## src/rtl/hack_pkg.sv

```systemverilog
// Shared definitions for the Hack CPU controller: FSM states, instruction
// field positions and common ALU control encodings.
package hack_pkg;

    typedef enum logic [2:0] {
        FETCH  = 3'd0,
        EXEC   = 3'd1,
        MREAD  = 3'd2,
        ALU    = 3'd3,
        MWRITE = 3'd4,
        HALT   = 3'd5
    } state_t;

    localparam int BIT_CINST = 15;
    localparam int BIT_A     = 12;
    localparam int CTRL_HI   = 11;
    localparam int CTRL_LO   = 6;
    localparam int D1        = 5;
    localparam int D2        = 4;
    localparam int D3        = 3;
    localparam int J_HI      = 2;
    localparam int J_LO      = 0;

    localparam logic [5:0] ALU_ZERO      = 6'b101010;
    localparam logic [5:0] ALU_D_PLUS_A  = 6'b000010;
    localparam logic [5:0] ALU_D_MINUS_1 = 6'b001110;

endpackage

```

## src/rtl/hack_jump.sv

```systemverilog
// Jump condition for a Hack C-instruction from the j-bits and the ALU flags.
// Purely combinational, no latency, no flow control.
module hack_jump (
    input  logic [2:0] j,
    input  logic       zr,
    input  logic       ng,
    output logic       taken
);

    assign taken = (j[2] & ng) | (j[1] & zr) | (j[0] & ~zr & ~ng);

endmodule

```

## src/rtl/hack_ctrl.sv

```systemverilog
// Multi-cycle Hack CPU controller (A/D/PC, decode, writeback, jumps) driving an external ALU.
// Latency with zero-wait memory: A-inst 2 cycles, C-inst 3, +1 per M read, +1 per M write.
// Memories stall the FSM by withholding ack; HACK_CTRL_HALT_EN adds a HALT state on self-jump.
module hack_ctrl
    import hack_pkg::*;
#(
    parameter logic [15:0] RESET_PC = 16'h0000,
    parameter int          ADDR_W   = 15
) (
    input  logic              clk,
    input  logic              rst_n,
    output logic              imem_req,
    output logic [ADDR_W-1:0] imem_addr,
    input  logic              imem_ack,
    input  logic [15:0]       imem_rdata,
    output logic              dmem_req,
    output logic              dmem_we,
    output logic [ADDR_W-1:0] dmem_addr,
    output logic [15:0]       dmem_wdata,
    input  logic              dmem_ack,
    input  logic [15:0]       dmem_rdata,
    output logic [15:0]       alu_x,
    output logic [15:0]       alu_y,
    output logic              alu_zx,
    output logic              alu_nx,
    output logic              alu_zy,
    output logic              alu_ny,
    output logic              alu_f,
    output logic              alu_no,
    input  logic [15:0]       alu_out,
    input  logic              alu_zr,
    input  logic              alu_ng,
    output logic [15:0]       pc,
    output logic              halted
);

    state_t            r_state;
    logic [15:0]       r_pc;
    logic [15:0]       r_a;
    logic [15:0]       r_d;
    logic [15:0]       r_ir;
    logic [15:0]       r_m;
    logic [15:0]       r_w;
    logic [ADDR_W-1:0] r_waddr;
    logic              r_imem_req;
    logic              r_dmem_req;
    logic              r_dmem_we;

    logic              w_taken;
    logic [15:0]       w_pc_inc;

    assign w_pc_inc = r_pc + 16'd1;

    hack_jump u_jump (
        .j     (r_ir[J_HI:J_LO]),
        .zr    (alu_zr),
        .ng    (alu_ng),
        .taken (w_taken)
    );

`ifdef HACK_CTRL_HALT_EN
    logic w_halt_hit;
    assign w_halt_hit = (r_ir[J_HI:J_LO] == 3'b111) && (r_a == r_pc);
    assign halted     = (r_state == HALT);
`else
    assign halted     = 1'b0;
`endif

    // Requests are registered, so the first fetch after reset starts one cycle after release.
    always_ff @(posedge clk or negedge rst_n) begin
        if (!rst_n) begin
            r_state    <= FETCH;
            r_pc       <= RESET_PC;
            r_a        <= 16'h0000;
            r_d        <= 16'h0000;
            r_ir       <= 16'h0000;
            r_m        <= 16'h0000;
            r_w        <= 16'h0000;
            r_waddr    <= '0;
            r_imem_req <= 1'b0;
            r_dmem_req <= 1'b0;
            r_dmem_we  <= 1'b0;
        end else begin
            case (r_state)
                FETCH: begin
                    if (r_imem_req && imem_ack) begin
                        r_ir       <= imem_rdata;
                        r_imem_req <= 1'b0;
                        r_state    <= EXEC;
                    end else begin
                        r_imem_req <= 1'b1;
                    end
                end
                EXEC: begin
                    if (!r_ir[BIT_CINST]) begin
                        r_a        <= {1'b0, r_ir[14:0]};
                        r_pc       <= w_pc_inc;
                        r_imem_req <= 1'b1;
                        r_state    <= FETCH;
                    end else if (r_ir[BIT_A]) begin
                        r_dmem_req <= 1'b1;
                        r_dmem_we  <= 1'b0;
                        r_state    <= MREAD;
                    end else begin
                        r_state    <= ALU;
                    end
                end
                MREAD: begin
                    if (r_dmem_req && dmem_ack) begin
                        r_m        <= dmem_rdata;
                        r_dmem_req <= 1'b0;
                        r_state    <= ALU;
                    end
                end
                ALU: begin
                    // Jump target and write address use A as it was before this edge.
                    if (r_ir[D1]) r_a <= alu_out;
                    if (r_ir[D2]) r_d <= alu_out;
                    r_pc <= w_taken ? r_a : w_pc_inc;
`ifdef HACK_CTRL_HALT_EN
                    if (w_halt_hit) begin
                        r_state <= HALT;
                    end else
`endif
                    if (r_ir[D3]) begin
                        r_w        <= alu_out;
                        r_waddr    <= r_a[ADDR_W-1:0];
                        r_dmem_req <= 1'b1;
                        r_dmem_we  <= 1'b1;
                        r_state    <= MWRITE;
                    end else begin
                        r_imem_req <= 1'b1;
                        r_state    <= FETCH;
                    end
                end
                MWRITE: begin
                    if (r_dmem_req && dmem_ack) begin
                        r_dmem_req <= 1'b0;
                        r_dmem_we  <= 1'b0;
                        r_imem_req <= 1'b1;
                        r_state    <= FETCH;
                    end
                end
                HALT: begin
                    r_state <= HALT;
                end
                default: begin
                    r_state <= FETCH;
                end
            endcase
        end
    end

    assign imem_req   = r_imem_req;
    assign imem_addr  = r_pc[ADDR_W-1:0];
    assign dmem_req   = r_dmem_req;
    assign dmem_we    = r_dmem_we;
    assign dmem_addr  = (r_state == MWRITE) ? r_waddr : r_a[ADDR_W-1:0];
    assign dmem_wdata = r_w;
    assign alu_x      = r_d;
    assign alu_y      = r_ir[BIT_A] ? r_m : r_a;
    assign {alu_zx, alu_nx, alu_zy, alu_ny, alu_f, alu_no} = r_ir[CTRL_HI:CTRL_LO];
    assign pc         = r_pc;

endmodule
```

## config.mk

```make
export PLATFORM = sky130hd
export DESIGN_NAME = hack_ctrl
export DESIGN_NICKNAME = d
export VERILOG_FILES = /design/src/rtl/hack_pkg.sv /design/src/rtl/hack_jump.sv /design/src/rtl/hack_ctrl.sv
export SDC_FILE = /design/constraint.sdc
export NUM_CORES = 1
export LEC_CHECK = 0
export ABC_AREA = 1
export CAP_MARGIN = 30
export CORE_MARGIN = 2
export CORE_UTILIZATION = 55
export DETAILED_ROUTE_END_ITERATION = 8
export DONT_BUFFER_PORTS = 1
export PLACE_DENSITY = 0.7
export SETUP_SLACK_MARGIN = 0.02
export SYNTH_ARGS = -nofsm -noshare
export SYNTH_HDL_FRONTEND = slang
export SYNTH_SLANG_ARGS = --single-unit
```

## constraint.sdc

```tcl
create_clock -name clk -period 1.7 [get_ports clk]
set_clock_uncertainty 0.05 [all_clocks]
set_input_delay 0.17 -clock clk [delete_from_list [all_inputs] [get_ports clk]]
set_output_delay 0.17 -clock clk [all_outputs]
set_load 0.01 [all_outputs]
```

==> results.sh, run 1 <==
export IMPL_status="finished, violations left"
export IMPL_violations="negative hold slack, negative setup slack"
export IMPL_ant_nets=0
export IMPL_netlist_area_um2=5710
export IMPL_slowest_delay_ps=430
export IMPL_synthArstFlopShare=1.00
export IMPL_critPathRequiredTime_ps=1480
export IMPL_start_util=0.561
export IMPL_root_buffer="clkbuf_8"
export IMPL_gr_total_overflow=0
export IMPL_avgRoutedWirePerCell_um=19.7
export IMPL_met3_usage=0.0681
export IMPL_ys_seq_area_frac=0.513
export IMPL_fp_coreArea_um2=10200
export IMPL_power_uw=6460
export IMPL_grt_usage=0.301
export IMPL_numCtsBuffers=17
export IMPL_hold_viol_final=117
export IMPL_startpoint_type="flip-flop"
export IMPL_ys_flop_type="dfrtp_1"
export IMPL_grt_pass1_wl_um=25900
export IMPL_use_met2=0.515
export IMPL_dp_cells=800
export IMPL_arrival_ps=1760
export IMPL_startpoint="r_state[1]"
export IMPL_final_max_slew_violation_count=0
export IMPL_ios=158
export IMPL_synth_fa_ha_area_frac=0.00219
export IMPL_cts_buffer_depth=2
export IMPL_min_period_ps=1980
export IMPL_synth_compound_area_frac=0.120
export IMPL_synth_warnings=0
export IMPL_crit_slowest_cell="dfrtp_1"
export IMPL_layout_common_cells="nand2_1, dfrtp_1, o21ai_0"
export IMPL_dpl_hpwl_um=9950
export IMPL_place_gp_congestion=0.882
export IMPL_syn_inst=683
export IMPL_num_rows=37
export IMPL_synth_top_cell_by_area="dfrtp_1"
export IMPL_grt_busiest_layer="met2"
export IMPL_vias_per_cell=5.81
export IMPL_drcViolationCount=0
export IMPL_cts_hold_buffers=50
export IMPL_dieArea_um2=11200
export IMPL_maxCapViolCount=0
export IMPL_worstSetupPathType="flip-flop to primary output"
export IMPL_die_w_um=106
export IMPL_drive_gt1_frac=0.200
export IMPL_synth_area_leaders="dfrtp_1, nand2_1, o21ai_0"
export IMPL_critPathCaptureType="primary output"
export IMPL_vias=5273
export IMPL_routed_wl_um=17800
export IMPL_antenna_found_initial=1
export IMPL_fin_crit_sh=1.16
export IMPL_hold_path_class="input port to async pin"
export IMPL_synth_top_family_by_area="simple AND/OR/NAND/NOR gates"
export IMPL_clk_pin_slew_ps=60
export IMPL_clock_sinks=117
export IMPL_yosys_area_share_simple=0.225
export IMPL_h_tree_depth=4
export IMPL_fmax_mhz=506
export IMPL_num_nets_final=812
export IMPL_synth_top_area_frac=0.513
export IMPL_p_leak_uw=0.00388
export IMPL_fillers=695
export IMPL_rsz0062_at_grt="yes"
export IMPL_final_cells=907
export IMPL_placed_cell_area_um2=5840
export IMPL_dieHeight_um=106
export IMPL_finalInstanceArea_um2=7510
export IMPL_peakVddDrop_mv=0.614
export IMPL_synth_xor_area_frac=0.00613
export IMPL_worstPathMaxFanout=7
export IMPL_yosys_cell_types_count=34
export IMPL_power_density_nw_per_um2=861
export IMPL_hold_slack_ps=-714
export IMPL_post_route_util=0.737
export IMPL_grt_pass1_vias=5010
export IMPL_synth_edff_count=0
export IMPL_grt_max_degree=118
export IMPL_synth_nets=738
export IMPL_cts_tree="done"
export IMPL_setup_violations=19
export IMPL_cp_cell_sequence="nor2_4 -> nand2_2 -> clkinv_4 -> buf_12 -> nand2_4 -> o21ai_2 -> buf_4"
export IMPL_dr_pass1_iters=6
export IMPL_dp_slack_ps=-116
export IMPL_port_buffer_count=0
export IMPL_met1_usage=0.352
export IMPL_drt_iter0_markers=520
export IMPL_clk_latency_ps=530
export IMPL_setup_ws_ps=-276
export IMPL_ff2ff_path_depth=9
export IMPL_syn2layout_area_growth_pct=31.5
export IMPL_synth_ff_latch_count=117
export IMPL_r2r_start="r_state[1]"
export IMPL_syn_area_per_cell_um2=8.36
export IMPL_synth_mux_area_frac=0.0315
export IMPL_mostFrequentLayoutCell="nand2_1"
==> area by class of cell <==
cell class | instances | area, um2 | share of cell area
antenna | 1 | 2.50 | 0.000333
clock buffer | 18 | 418 | 0.0556
clock inverter | 14 | 160 | 0.0213
inverter | 66 | 262 | 0.0348
multi-input combinational | 451 | 2450 | 0.326
sequential | 117 | 2930 | 0.390
tap | 136 | 170 | 0.0227
timing repair buffer | 103 | 1110 | 0.148
timing repair inverter | 1 | 7.51 | 0.00100
==> Yosys cell counts, types with 2 or more instances <==
| cell | instances |
|---|---|
| buf_6 | 6 |
| inv_1 | 62 |
| nand3b_1 | 5 |
| o21ai_1 | 7 |
| nor2_1 | 17 |
| nand2_2 | 4 |
| buf_4 | 21 |
| buf_2 | 12 |
| clkbuf_1 | 10 |
| xnor2_1 | 2 |
| dfrtp_1 | 117 |
| nand2_1 | 216 |
| mux2_2 | 16 |
| o21ai_0 | 99 |
| a21oi_1 | 2 |
| o211ai_1 | 14 |
| xor2_1 | 2 |
| nand3_1 | 47 |
| nand4_1 | 7 |
| inv_2 | 3 |
==> where the power goes <==
part | switching [uW] | internal (uW)
Combinational | 45.1 | 80.9
Sequential | 0 | 2790
Clock | 1330 | 2220
Total | 1380 | 5090
==> worst max-delay path: cells and delay by family, from the launching register on <==
| family | cells | cell delay, ps |
|---|---|---|
| simple gates | 3 | 320 |
| flops | 1 | 430 |
| compound gates | 1 | 70 |
| buf+inv | 3 | 420 |
==> routing by layer <==
layer	wire, um	vias up
met1	6560	2544
met4	847	0
met3	1320	74
met2	9120	304
li1	-	2351
met5	0	-
==> logic make-up (layout without fill, tap and decap cells) <==
| group | after synthesis | after routing |
|---|---|---|
| adders and majority gates | 1 | 1 |
| buffers and inverters | 116 | 202 |
| DFF | 117 | 117 |
| other | 1 | 2 |
| muxes | 16 | 16 |
| AOI/OAI and AO/OA | 126 | 127 |
| xor gates and xnor gates | 4 | 4 |
| and+or+nand+nor | 302 | 302 |
==> flip-flops by register name (all words and copies together), names as in the netlist <==
| name | count |
|---|---|
| r_m | 16 |
| dmem_req | 1 |
| dmem_we | 1 |
| imem_req | 1 |
| alu_x | 16 |
| r_waddr | 15 |
| r_ir | 16 |
| r_a | 16 |
| pc | 16 |
| r_state | 3 |
| dmem_wdata | 16 |
==> worst paths after layout <==
| path | end | slack, ps |
|---|---|---|
| min | dmem_wdata[8] | -710 |
| min reg2reg | r_waddr[0] | 440 |
| max reg2reg | r_ir[0] | -30 |
| min in group clk | pc[9] | 140 |
| max | dmem_addr[8] | -280 |
| max in group asynchronous | dmem_we | 2140 |
==> what timing repair did <==
item	in CTS	in global routing
hold endpoints to repair	200	117
pin swaps	2	6
endpoints found under the setup margin	39	102
resized for setup	57	48
setup buffers	10	5
cloned	4	5
==> through the flow <==
step	setup TNS [ps]	hold slack [ps]
after floorplan	0	-176
after global placement	0	-172
after detailed placement	-661	-172
after CTS	-2900	-718
after global routing	-5120	-728
final	-3880	-714
Note: power is estimated with default switching activity, not from simulation.
==> run 2, diff against run 1 <==
--- a/constraint.sdc
+++ b/constraint.sdc
@@ -4,2 +4,2 @@
 set_output_delay 0.17 -clock clk [all_outputs]
-set_load 0.01 [all_outputs]
+set_load 0.02 [all_outputs]
==> run 2 against run 1 <==
  * The flow still finishes with violations (negative hold slack, negative setup slack)
  * Count of clock-buffer cells in the layout is 5 higher
  * Largest cell class unchanged
  * Flip-flop and latch count stayed put
  * Critical path depth stayed put
  * Final area is 5.5% higher
  * Final cell count is 2.8% higher
  * Fmax is 0.60% higher
  * Critical path type unchanged
  * Die area stayed put
  * Via count is 4.6% higher
  * Setup slack better by 12 ps
  * Routed wire length is 6.2% higher
  * Register-to-register slack worse by 80 ps
  * Utilization is 4.0 points higher
==> results.sh, run 2 (same netlist as run 1, synthesis figures left out) <==
export IMPL_peakVddDrop_mv=0.691
export IMPL_vias=5513
export IMPL_gr_total_overflow=0
export IMPL_die_w_um=106
export IMPL_ant_nets=0
export IMPL_place_gp_congestion=0.823
export IMPL_worstPathMaxFanout=8
export IMPL_num_nets_final=838
export IMPL_min_period_ps=1960
export IMPL_antenna_found_initial=1
export IMPL_vias_per_cell=5.92
export IMPL_dieHeight_um=106
export IMPL_routed_wl_um=18900
export IMPL_cts_tree="done"
export IMPL_syn2layout_area_growth_pct=38.7
export IMPL_grt_usage=0.291
export IMPL_h_tree_depth=4
export IMPL_arrival_ps=1740
export IMPL_grt_max_degree=118
export IMPL_power_density_nw_per_um2=831
export IMPL_fin_crit_sh=1.16
export IMPL_root_buffer="clkbuf_8"
export IMPL_layout_common_cells="nand2_1, dfrtp_1, o21ai_0"
export IMPL_start_util=0.561
export IMPL_critPathRequiredTime_ps=1480
export IMPL_drcViolationCount=0
export IMPL_maxCapViolCount=0
export IMPL_rsz0062_at_grt="yes"
export IMPL_mostFrequentLayoutCell="nand2_1"
export IMPL_clock_sinks=117
export IMPL_setup_violations=35
export IMPL_num_rows=37
export IMPL_fillers=612
export IMPL_drt_iter0_markers=660
export IMPL_worstSetupPathType="flip-flop to primary output"
export IMPL_power_uw=6580
export IMPL_dpl_hpwl_um=9890
export IMPL_fp_coreArea_um2=10200
export IMPL_ios=158
export IMPL_violations="negative hold slack, negative setup slack"
export IMPL_cts_buffer_depth=2
export IMPL_grt_pass1_vias=4918
export IMPL_finalInstanceArea_um2=7920
export IMPL_clk_pin_slew_ps=60
export IMPL_grt_pass1_wl_um=25400
export IMPL_critPathCaptureType="primary output"
export IMPL_dp_cells=830
export IMPL_dr_pass1_iters=6
export IMPL_hold_slack_ps=-707
export IMPL_status="finished, violations left"
export IMPL_avgRoutedWirePerCell_um=20.3
export IMPL_hold_path_class="input port to async pin"
export IMPL_numCtsBuffers=17
export IMPL_final_cells=932
export IMPL_cts_hold_buffers=50
export IMPL_tns_ps=-4810
export IMPL_dieArea_um2=11200
export IMPL_hold_viol_final=117
export IMPL_p_leak_uw=0.00403
export IMPL_final_max_slew_violation_count=0
export IMPL_fmax_mhz=509
export IMPL_placed_cell_area_um2=6050
export IMPL_startpoint_type="flip-flop"
export IMPL_clk_latency_ps=520
export IMPL_drive_gt1_frac=0.263
export IMPL_r2r_setup_slack_ps=-110
export IMPL_setup_ws_ps=-264
export IMPL_port_buffer_count=0
[run 2: what timing repair did]
item	in CTS	in global routing
setup endpoints to repair	56	47
hold endpoints to repair	201	117
pin swaps	2	16
gates cloned	2	6
gates resized for setup	32	137
buffers inserted	7	5
[run 2: final timing paths]
check	startpoint	end	depth (start not counted)
worst max-delay path	r_state[1]	dmem_addr[13]	7
worst min-delay path	rst_n	alu_x[14]	0
worst max register to register	r_state[1]	r_a[12]	9
worst min register to register	r_ir[13]	r_ir[13]	2
max in group asynchronous	rst_n	r_ir[12]	0
min in group clk	alu_zr	pc[1]	5
[run 2: layer usage]
metal,track usage,part of all wire,up-vias,routed length (um)
met4,0.159,0.061,0,1150
met2,0.479,0.49,386,9270
met1,0.361,0.37,2628,6970
li1,-,-,2413,-
met5,0,0,-,0
met3,0.0607,0.082,86,1560
[run 2: worst max-delay path: stages (launching register included)]
cell	delay (ps)
dfrtp_1	400
nor2_2	150
nand2_2	100
clkinv_4	110
buf_12	150
nand2_2	80
o21ai_2	80
buf_6	150
[run 2: area by class of cell]
cell class | instances | area (um2) | share of cell area
repair buffers | 129 | 1380 | 0.174
well taps | 136 | 170 | 0.0215
diodes | 1 | 2.50 | 0.000316
inverters | 66 | 258 | 0.0325
clock inverters | 8 | 123 | 0.0155
multi-input cells | 452 | 2590 | 0.327
clock buffers | 23 | 477 | 0.0602
flip-flops and latches | 117 | 2930 | 0.370
[run 2: metrics by stage]
stage	hold WS (ps)	utilization	setup WS [ps]
global route	-722	0.778	-299
finish	-707	0.778	-264
floorplan	-176	-	161
global placement	-173	0.594	-2.03
CTS	-715	0.715	-228
detailed placement	-172	0.594	-136
[run 2: where the power goes]
part | switching, uW | internal [uW] | total, uW
clock | 1290 | 2380 | 3670
sequential | 0 | 2790 | 2790
combinational | 44.8 | 80.8 | 126
==> run 3, diff against run 2 <==
HOLD_SLACK_MARGIN = 0.05   (was not set)
TNS_END_PERCENT = 5   (was not set)
clock period = 1.9 ns   (was 1.7 ns; I/O delays follow)
==> run 3 against run 2 <==
  * Power shrank 12%
  * Die area stayed put
  * The flow still finishes with violations (negative hold slack, negative setup slack)
  * Flip-flop and latch count did not move
  * Via count fell by 6.6%
  * Sequential power shrank 11%
  * Highest routed layer unchanged
  * First-iteration DRC count down 23%
  * Largest power group unchanged
  * Hold slack gained 8.0 ps
  * Clock power shrank 14%
  * Critical endpoint is now dmem_addr[14]
  * Final cell count fell by 1.6%
  * Register-to-register slack improved by 150 ps
  * Non-clock buffer count down 12
  * Sequential share of layout area is 3.2 points higher
==> results.sh, run 3 (same netlist as run 1, synthesis figures left out) <==
export IMPL_clk_latency_ps=530
export IMPL_antenna_found_initial=0
export IMPL_port_buffer_count=0
export IMPL_dieHeight_um=106
export IMPL_mostFrequentLayoutCell="nand2_1"
export IMPL_path_delay_family="flip-flops"
export IMPL_drt_iter0_markers=511
export IMPL_hold_viol_final=117
export IMPL_antennaDiodeCount=0
export IMPL_min_period_ps=1970
export IMPL_fin_crit_sh=1.04
export IMPL_die_w_um=106
export IMPL_path_depth=7
export IMPL_ant_nets=0
export IMPL_vias=5149
export IMPL_critPathRequiredTime_ps=1660
export IMPL_ff2ff_path_depth=8
export IMPL_clock_power_share=0.549
export IMPL_r2r_setup_slack_ps=40
export IMPL_clock_sinks=117
export IMPL_r2r_start="r_state[0]"
export IMPL_status="finished, violations left"
export IMPL_root_buffer="clkbuf_8"
export IMPL_sw_frac_of_total=0.195
export IMPL_start_util=0.561
export IMPL_power_frac_comb=0.019
export IMPL_layout_common_cells="nand2_1, dfrtp_1, o21ai_0"
export IMPL_grt_max_degree=118
export IMPL_rsz0062_at_grt="yes"
export IMPL_dr_pass1_iters=5
export IMPL_worstPathMaxFanout=8
export IMPL_internal_power_uw=4650
export IMPL_setup_violations=15
export IMPL_cts_hold_buffers=53
export IMPL_place_gp_congestion=0.816
export IMPL_maxSlewHeadroom=0.611
export IMPL_drive_gt1_frac=0.178
export IMPL_fp_coreArea_um2=10200
export IMPL_power_uw=5780
export IMPL_avgRoutedWirePerCell_um=18.0
export IMPL_gr_total_overflow=0
export IMPL_vias_per_cell=5.62
export IMPL_grt_usage=0.303
export IMPL_critPathCaptureType="primary output"
export IMPL_routed_wl_um=16500
export IMPL_p_leak_uw=0.00377
export IMPL_power_density_nw_per_um2=792
export IMPL_grt_pass1_wl_um=26200
export IMPL_startpoint="r_state[1]"
export IMPL_dpl_hpwl_um=10200
export IMPL_reg2reg_to="r_state[0]"
export IMPL_hold_path_class="input port to async pin"
export IMPL_num_rows=37
export IMPL_dp_slack_ps=152
export IMPL_cp_num_buf_inv=3
export IMPL_syn2layout_area_growth_pct=27.8
export IMPL_fmax_mhz=507
export IMPL_hold_slack_ps=-699
export IMPL_final_cells=917
export IMPL_violations="negative hold slack, negative setup slack"
export IMPL_clk_pin_slew_ps=60
export IMPL_worstSetupPathType="flip-flop to primary output"
export IMPL_crit_slowest_cell="dfrtp_2"
export IMPL_final_max_slew_violation_count=0
export IMPL_grt_pass1_vias=5000
export IMPL_p_seq_frac=0.432
export IMPL_numCtsBuffers=17
export IMPL_setup_ws_ps=-71.8
export IMPL_num_nets_final=824
export IMPL_dp_cells=827
export IMPL_arrival_ps=1730
export IMPL_endpoint="dmem_addr[14]"
export IMPL_cp_cell_sequence="nor2_4 -> nand2_4 -> inv_6 -> clkbuf_16 -> nand2_1 -> o21ai_1 -> buf_4"
export IMPL_startpoint_type="flip-flop"
export IMPL_worst_slew_pin_slew_ps=583
export IMPL_drcViolationCount=0
export IMPL_dieArea_um2=11200
export IMPL_cts_buffer_depth=2
export IMPL_h_tree_depth=4
export IMPL_finalInstanceArea_um2=7300
export IMPL_maxCapViolCount=0
export IMPL_placed_cell_area_um2=6000
export IMPL_slowest_delay_ps=430
export IMPL_ios=158
export IMPL_peakVddDrop_mv=0.551
export IMPL_p_sw_uw=1130
export IMPL_tns_ps=-745
export IMPL_cts_tree="done"
==> run 3: area by class of cell <==
cell class                      count  area (um2)
Clock inverter                      9         126
Inverter                           66         255
Tap cell                          136         170
Fill cell                         744        2890
Timing Repair Buffer              117        1090
Clock buffer                       22         463
Multi-Input combinational cell    450        2260
Sequential cell                   117        2930
==> run 3: power groups by stage <==
stage	clock (uW)	combinational, uW	sequential [uW]
finish	3170	109	2490
floorplan	0	17.5	2540
CTS	3190	108	2490
global placement	0	25.1	2540
detailed placement	0	24.9	2540
global route	3320	118	2490
==> run 3: metal layers <==
metal	wire length, um	global-route usage	vias up
met5	0	0	-
met4	597	0.146	0
met3	1020	0.0693	43
met2	8360	0.492	232
met1	6520	0.387	2501
li1	-	-	2373
==> run 3: metrics by stage <==
step | utilization | hold slack, ps
2_1_floorplan | - | -156
5_1_grt | 0.717 | -713
3_5_place_dp | 0.589 | -151
4_1_cts | 0.705 | -706
3_3_place_gp | 0.589 | -152
6_report | 0.717 | -699
==> run 3: how the worst min path moves through the flow <==
stage                     startpoint         to  slack, ps  depth (start not counted)
final                          rst_n  alu_x[11]       -700                          0
after global routing           rst_n  alu_x[11]       -710                          0
after CTS                      rst_n  alu_x[11]       -710                          0
after detailed placement       rst_n  alu_x[14]       -150                          0
after global placement         rst_n  alu_x[14]       -150                          0
after floorplan                rst_n   alu_x[0]       -160                          0
==> run 3: worst reg2reg max path, stage by stage, from the launching register on <==
cell	delay, ps
dfrtp_1	420
buf_4	170
inv_1	120
nand3_1	160
nand2_2	110
nand2_1	60
nand2_1	50
dlygate4sd3_1	540
a41oi_1	40
==> run 3: timing repair <==
| action | in CTS | in global routing |
|---|---|---|
| endpoints found under the setup margin | 15 | 44 |
| hold endpoints to repair | 201 | 117 |
| setup buffers | 2 | 3 |
| resized for setup | 22 | 26 |
| pin swaps | 1 | 1 |
| cloned | 1 | 1 |
